===== config.mk =====
export PLATFORM = sky130hd
export DESIGN_NAME = jk_cmd_scheduler
export DESIGN_NICKNAME = d
export VERILOG_FILES = /design/src/rtl/jk_cmd_scheduler.sv
export SDC_FILE = /design/constraint.sdc
export NUM_CORES = 1
export LEC_CHECK = 0
export BUFFER_PORTS_ARGS = -buffer_cell sky130_fd_sc_hd__buf_4
export CAP_MARGIN = 15
export CORE_MARGIN = 2
export CORE_UTILIZATION = 60
export CTS_BUF_LIST = sky130_fd_sc_hd__clkbuf_8
export CTS_CLUSTER_DIAMETER = 60
export DETAILED_ROUTE_END_ITERATION = 10
export PLACE_DENSITY_LB_ADDON = 0.08
export SYNTH_ARGS = -nofsm -noshare
export SYNTH_HDL_FRONTEND = slang
export SYNTH_SLANG_ARGS = --single-unit
export TNS_END_PERCENT = 20

===== constraint.sdc =====
create_clock -name clk -period 4.7 [get_ports clk]
set_clock_uncertainty 0.1 [all_clocks]
set_input_delay 0.235 -clock clk [delete_from_list [all_inputs] [get_ports clk]]
set_output_delay 0.235 -clock clk [all_outputs]
set_load 0.005 [all_outputs]

===== src/rtl/jk_cmd_scheduler.sv =====
// -----------------------------------------------------------------------------
// jk_cmd_scheduler
//
// Queues hold/reset/set/toggle commands for a bank of N JK flip-flops and
// plays each one out on the registered j/k lines for rep+1 clock edges. A
// one-cycle settle gap lets the bank's last update reach q_in. The DONE cycle
// then shows the captured snapshot on q_snap together with the done pulse.
//
// Optional self-check: define JK_CMD_SCHED_CHECK_EN to compare the bank state
// at completion against the value implied by the command. Any mismatch sets a
// sticky err flag. Without the macro, err is tied low.
//
// Ports
//   clk        clock shared with the JK bank
//   rst        asynchronous, active-high reset
//   cmd_valid  command offered this cycle
//   cmd_ready  FIFO not full; a command is accepted when valid & ready
//   cmd_op     2'b00 hold, 2'b01 reset, 2'b10 set, 2'b11 toggle ({J,K})
//   cmd_sel    per-cell target mask
//   cmd_rep    extra edges; the command is driven for cmd_rep+1 cycles
//   q_in       feedback from the JK bank q outputs
//   j, k       registered per-cell drive to the bank
//   busy       high whenever the sequencer is not idle
//   done       one-cycle pulse in the completion cycle
//   q_snap     bank state captured at completion
//   err        sticky completion mismatch (check build only, else 0)
// -----------------------------------------------------------------------------
module jk_cmd_scheduler #(
  parameter int N     = 4,
  parameter int DEPTH = 4,
  parameter int CNT_W = 4
) (
  input  logic             clk,
  input  logic             rst,
  input  logic             cmd_valid,
  output logic             cmd_ready,
  input  logic [1:0]       cmd_op,
  input  logic [N-1:0]     cmd_sel,
  input  logic [CNT_W-1:0] cmd_rep,
  input  logic [N-1:0]     q_in,
  output logic [N-1:0]     j,
  output logic [N-1:0]     k,
  output logic             busy,
  output logic             done,
  output logic [N-1:0]     q_snap,
  output logic             err
);

  localparam int AW = $clog2(DEPTH);

  typedef struct packed {
    logic [1:0]       op;
    logic [N-1:0]     sel;
    logic [CNT_W-1:0] rep;
  } cmd_t;

  typedef enum logic [1:0] {IDLE, ISSUE, SETTLE, DONE} state_t;

  state_t           state, state_nxt;
  cmd_t             mem [DEPTH];
  cmd_t             head;
  logic [AW:0]      wr_ptr, rd_ptr;
  logic             empty, full, push, pop;
  logic [CNT_W-1:0] cnt;

  // ---------------------------------------------------------------------------
  // Command FIFO. The pointers carry one extra bit so full and empty can be
  // told apart when the index bits are equal.
  // ---------------------------------------------------------------------------
  assign empty     = (wr_ptr == rd_ptr);
  assign full      = (wr_ptr[AW] != rd_ptr[AW]) &&
                     (wr_ptr[AW-1:0] == rd_ptr[AW-1:0]);
  assign cmd_ready = !full;
  assign push      = cmd_valid && !full;
  assign head      = mem[rd_ptr[AW-1:0]];

  // NOTE: the storage array has no reset. Flushing the pointers is enough,
  // because an entry is only read after it has been written.
  always_ff @(posedge clk) begin
    if (push) mem[wr_ptr[AW-1:0]] <= '{op: cmd_op, sel: cmd_sel, rep: cmd_rep};
  end

  // NOTE: state registers use non-blocking assignments, so every flop samples
  // the pre-edge values regardless of process ordering.
  always_ff @(posedge clk or posedge rst) begin
    if (rst) begin
      wr_ptr <= '0;
      rd_ptr <= '0;
    end else begin
      if (push) wr_ptr <= wr_ptr + 1'b1;
      if (pop)  rd_ptr <= rd_ptr + 1'b1;
    end
  end

  // ---------------------------------------------------------------------------
  // Sequencer FSM
  // ---------------------------------------------------------------------------
  always_ff @(posedge clk or posedge rst) begin
    if (rst) state <= IDLE;
    else     state <= state_nxt;
  end

  // NOTE: defaults come first so every path assigns every output, which keeps
  // this block purely combinational (no latches).
  always_comb begin
    state_nxt = state;
    pop       = 1'b0;
    case (state)
      IDLE: begin
        if (!empty) begin
          state_nxt = ISSUE;
          pop       = 1'b1;
        end
      end
      ISSUE:  if (cnt == '0) state_nxt = SETTLE;
      SETTLE: state_nxt = DONE;
      DONE: begin
        if (!empty) begin
          state_nxt = ISSUE;
          pop       = 1'b1;
        end else begin
          state_nxt = IDLE;
        end
      end
      default: state_nxt = IDLE;
    endcase
  end

  assign busy = (state != IDLE);
  assign done = (state == DONE);

  // ---------------------------------------------------------------------------
  // Drive and snapshot datapath. j/k load at the pop edge and hold while the
  // counter runs down. They clear on the edge that leaves ISSUE. The snapshot
  // is taken on the edge into DONE so it appears alongside done.
  // ---------------------------------------------------------------------------
  always_ff @(posedge clk or posedge rst) begin
    if (rst) begin
      j      <= '0;
      k      <= '0;
      cnt    <= '0;
      q_snap <= '0;
    end else begin
      if (pop) begin
        j   <= head.op[1] ? head.sel : '0;
        k   <= head.op[0] ? head.sel : '0;
        cnt <= head.rep;
      end else if (state == ISSUE && cnt != '0) begin
        cnt <= cnt - CNT_W'(1);
      end else begin
        j <= '0;
        k <= '0;
      end
      if (state == SETTLE) q_snap <= q_in;
    end
  end

`ifdef JK_CMD_SCHED_CHECK_EN
  // ---------------------------------------------------------------------------
  // Completion checker: remember the pre-command bank state and the command.
  // Judge q_in at the edge into DONE, so err rises together with done.
  // ---------------------------------------------------------------------------
  logic [N-1:0] pre, cur_sel, expect_q;
  logic [1:0]   cur_op;
  logic         cur_flip;   // odd number of drive cycles (rep even)

  always_ff @(posedge clk or posedge rst) begin
    if (rst) begin
      pre      <= '0;
      cur_sel  <= '0;
      cur_op   <= '0;
      cur_flip <= 1'b0;
    end else if (pop) begin
      pre      <= q_in;
      cur_sel  <= head.sel;
      cur_op   <= head.op;
      cur_flip <= ~head.rep[0];
    end
  end

  always_comb begin
    expect_q = pre;
    case (cur_op)
      2'b01:   expect_q = pre & ~cur_sel;
      2'b10:   expect_q = pre | cur_sel;
      2'b11:   expect_q = pre ^ (cur_sel & {N{cur_flip}});
      default: expect_q = pre;
    endcase
  end

  always_ff @(posedge clk or posedge rst) begin
    if (rst)                                     err <= 1'b0;
    else if (state == SETTLE && q_in != expect_q) err <= 1'b1;
  end
`else
  assign err = 1'b0;
`endif

endmodule


==> summary.txt <==
Fraction of layout cells with a size suffix above 1 = 29.46%
Vias per std cell = 5.471
Final cycle utilization of the critical path = 53.77%
Remaining antenna violation count = 0
Internal reg-to-reg setup slack = 2170 ps
Endpoint of the worst register-to-register path = rd_ptr[1]
Global-route layer with the greatest usage = met2
Slew headroom = 29.60%
RSZ-0062 raised after global routing = no
Floorplan die width = 71.22 microns
Simple-gate share of the synthesized area = 6.276%
Hold Crit Class = input port to async pin
Most frequent standard cell in the layout excluding fill and tap cells = edfxtp_1
Number of antenna violations at the first check in global routing = 0
Height of the chip = 71.22 microns
Combinational share of power = 37.1%
Sequential element share of the synthesized area = 66.45%
Number of remaining DRC errors = 0
Max H-tree Level = 3
XOR/XNOR Fraction of Synth Area = 3.230%
Placeable core region = 4354 sq um
Startpoint of the worst-slack reg-to-reg timing path = rd_ptr[0]
Worst r2r path cells = 3
Cell area after synthesis = 2711 sq um
Actual transition at the worst max-transition pin = 1054 ps
Number of enable flip-flop cells after synthesis = 40
Yosys warning count = 0
Placement row count = 24
Global-route wire length before repair = 7679 microns
Top FF cell, synth = edfxtp_1
Largest family of logic cells by synthesized area = multiplexers
Net Switching = 769.0 uW
Share of synthesized registers carrying an async set or reset = 37.50%
Post-synthesis cell count = 174
TritonCTS sink count = 64
GR met3 Demand/Resource = 5.767%
Diodes inserted = 0
Vias in the first global route = 1631
Total setup violations reported at the end of the flow = 0
Buffer levels on the longest clock path = 2
Final hold violation count = 8
Worst Hold Margin = -3.777 ps
Floorplan die area = 5072 sq um
Number of buffers inserted by port buffering = 31
DR vias = 1510
Clock latency reported for the late side of the worst-skew pair = 330 ps
I/O pin total = 33
Adder-cell area share of the yosys netlist = 4.615%
Part of the total power dissipated in sequential elements = 40.9%
Post-Route Setup TNS = 0 ps
Worst vdd ir = 0.4008 mV
Switching Fraction = 34.29%
Clock transition at the registers of the reported paths = 70 ps
Syn Nets = 201
Number of distinct library cell variants in the gate-level netlist after synthesis = 30
Leading area contributor after synthesis = edfxtp_1
Critical Path Fanout Max = 25
Critical path launch point type = flip-flop
Static power due to leakage = 0.001320 uW
Effective utilization at floorplan = 62.27%
Final period demand of the worst path = 2527 ps
Final Util = 75.23%
CTS tree = done
Highest-count cells in the layout ignoring fill and taps = 40 x edfxtp_1, 31 x buf_4, 24 x dfrtp_1
Worst EP arrival = 2640 ps
Root Driver = clkbuf_8
GRT Resource Usage Total = 20.71%
Post-Synthesis Mean Instance Area = 15.58 sq um
Timing-limited maximum frequency = 395.7 MHz
Failing checks = negative hold slack
Met2 Resource Use GR = 32.82%
Fraction of post-synthesis cell area in the top cell type by area = 44.30%
Critical path capture point type = flip-flop
Routed wire length per instance = 16.26 microns
Routing usage on met1 = 27.34%
Setup fix buffers added after clock tree synthesis = 0
Area grow syn2layout = 20.81%
Internal power component = 1473 uW
Post-Route WL = 4488 microns
Proportion of synthesized area in mux cells = 11.54%
Critical path required time = 4810 ps
Pin count of the biggest net entering global routing = 26
Run status = finished with violations
Placed wire-length estimate after detailed placement = 3089 microns
First-iteration detailed-routing DRC count = 93
Final net count = 246
Routability cong. = 0.7341
Total of flip-flops plus latches after synthesis = 64
Power density over cell area = 684.6 nW/um^2
Final-report max-slew violation count = 0
Total gr overflow = 0
Number of clock buffers inserted by TritonCTS = 9
Share of power burned in the clock network = 21.9%
Critical path start-end classification = flip-flop to flip-flop
Number of detailed-routing iterations run before antenna repair = 4
Top area cells in the synthesized netlist = edfxtp_1 44%, dfrtp_1 22%, mux4_2 8.3%
Maximum capacitance violations = 0
Area fraction in compound gates after synthesis = 5.122%
[repair_timing]
action	4_1_cts	5_1_grt
hold buffers	9	0
hold endpoints to repair	32	0
resized for setup	0	0
[power by group through the flow]
stage | clock [uW] | sequential (uW) | combinational [uW]
5_1_grt | 526 | 947 | 931
3_3_place_gp | 0 | 922 | 787
3_5_place_dp | 0 | 933 | 827
4_1_cts | 498 | 922 | 841
6_report | 491 | 918 | 833
2_1_floorplan | 0 | 870 | 658
[how the worst max path moves through the flow]
stage | startpoint | to | slack, ps | cells past startpoint
after floorplan | wr_ptr[2] | wr_ptr[2] | 2970 | 4
after global placement | rd_ptr[0] | rd_ptr[1] | 2210 | 3
after detailed placement | rd_ptr[0] | rd_ptr[1] | 2140 | 3
after CTS | rd_ptr[0] | rd_ptr[1] | 2120 | 3
after global routing | rd_ptr[0] | rd_ptr[1] | 1890 | 3
final | rd_ptr[0] | rd_ptr[1] | 2170 | 3
[registers in the layout, summed over array words and instances, names as in the netlist]
| name | cells |
|---|---|
| state | 2 |
| k | 4 |
| q_snap | 4 |
| j | 4 |
| rd_ptr | 3 |
| cnt | 4 |
| mem | 40 |
| wr_ptr | 3 |
[stage by stage]
step / hold WS (ps) / cells / power, uW / setup slack [ps] / area (sq um)
after global placement: 334.4 / 251 / 1708 / 2206 / 2975
after global routing: 2.503 / 276 / 2404 / 1891 / 3276
after floorplan: 149.6 / 174 / 1528 / 2973 / 2711
final: -3.777 / 276 / 2242 / 2173 / 3276
after CTS: 9.314 / 276 / 2262 / 2118 / 3276
after detailed placement: 339.1 / 251 / 1760 / 2139 / 2975
[cell usage after synthesis (2+ instances only)]
| library cell | instances |
|---|---|
| a21oi_1 | 6 |
| and2_1 | 4 |
| buf_2 | 3 |
| buf_4 | 2 |
| dfrtp_1 | 24 |
| edfxtp_1 | 40 |
| ha_1 | 10 |
| inv_1 | 10 |
| mux2_2 | 6 |
| mux2i_1 | 2 |
| mux4_2 | 10 |
| nand2_1 | 10 |
| nand3_1 | 9 |
| nor2_1 | 4 |
| nor3_1 | 2 |
| o21ai_0 | 10 |
| xnor2_1 | 5 |
| xor2_1 | 5 |
[critical path, stage by stage (launching register included)]
cell and delay (ps):
dfrtp_1 850, xor2_1 260, o31ai_4 790, mux2_2 410
[layout make-up]
class / count / area (sq um)
multi-input combinational: 94 / 838.3
timing repair buffer: 40 / 322.8
fill: 274 / 1079
inverter: 10 / 37.54
clock inverter: 7 / 86.33
clock buffer: 9 / 123.9
tap: 52 / 65.06
sequential: 64 / 1802
[kinds of logic after synthesis]
logic type / after synthesis
adder cells (fa/ha/maj): 10
XOR/XNOR: 10
flip-flops: 64
AND/OR/NAND/NOR: 34
other: 1
multiplexers: 18
AO/OA/AOI/OAI: 21
buffers and inverters: 16
[metal layers]
metal | share of wire [%] | routed length, microns
met1 | 45 | 2041
met2 | 49 | 2198
met3 | 3.9 | 176
met4 | 1.6 | 72
met5 | 0 | 0
(Power assumes the default switching activity.)
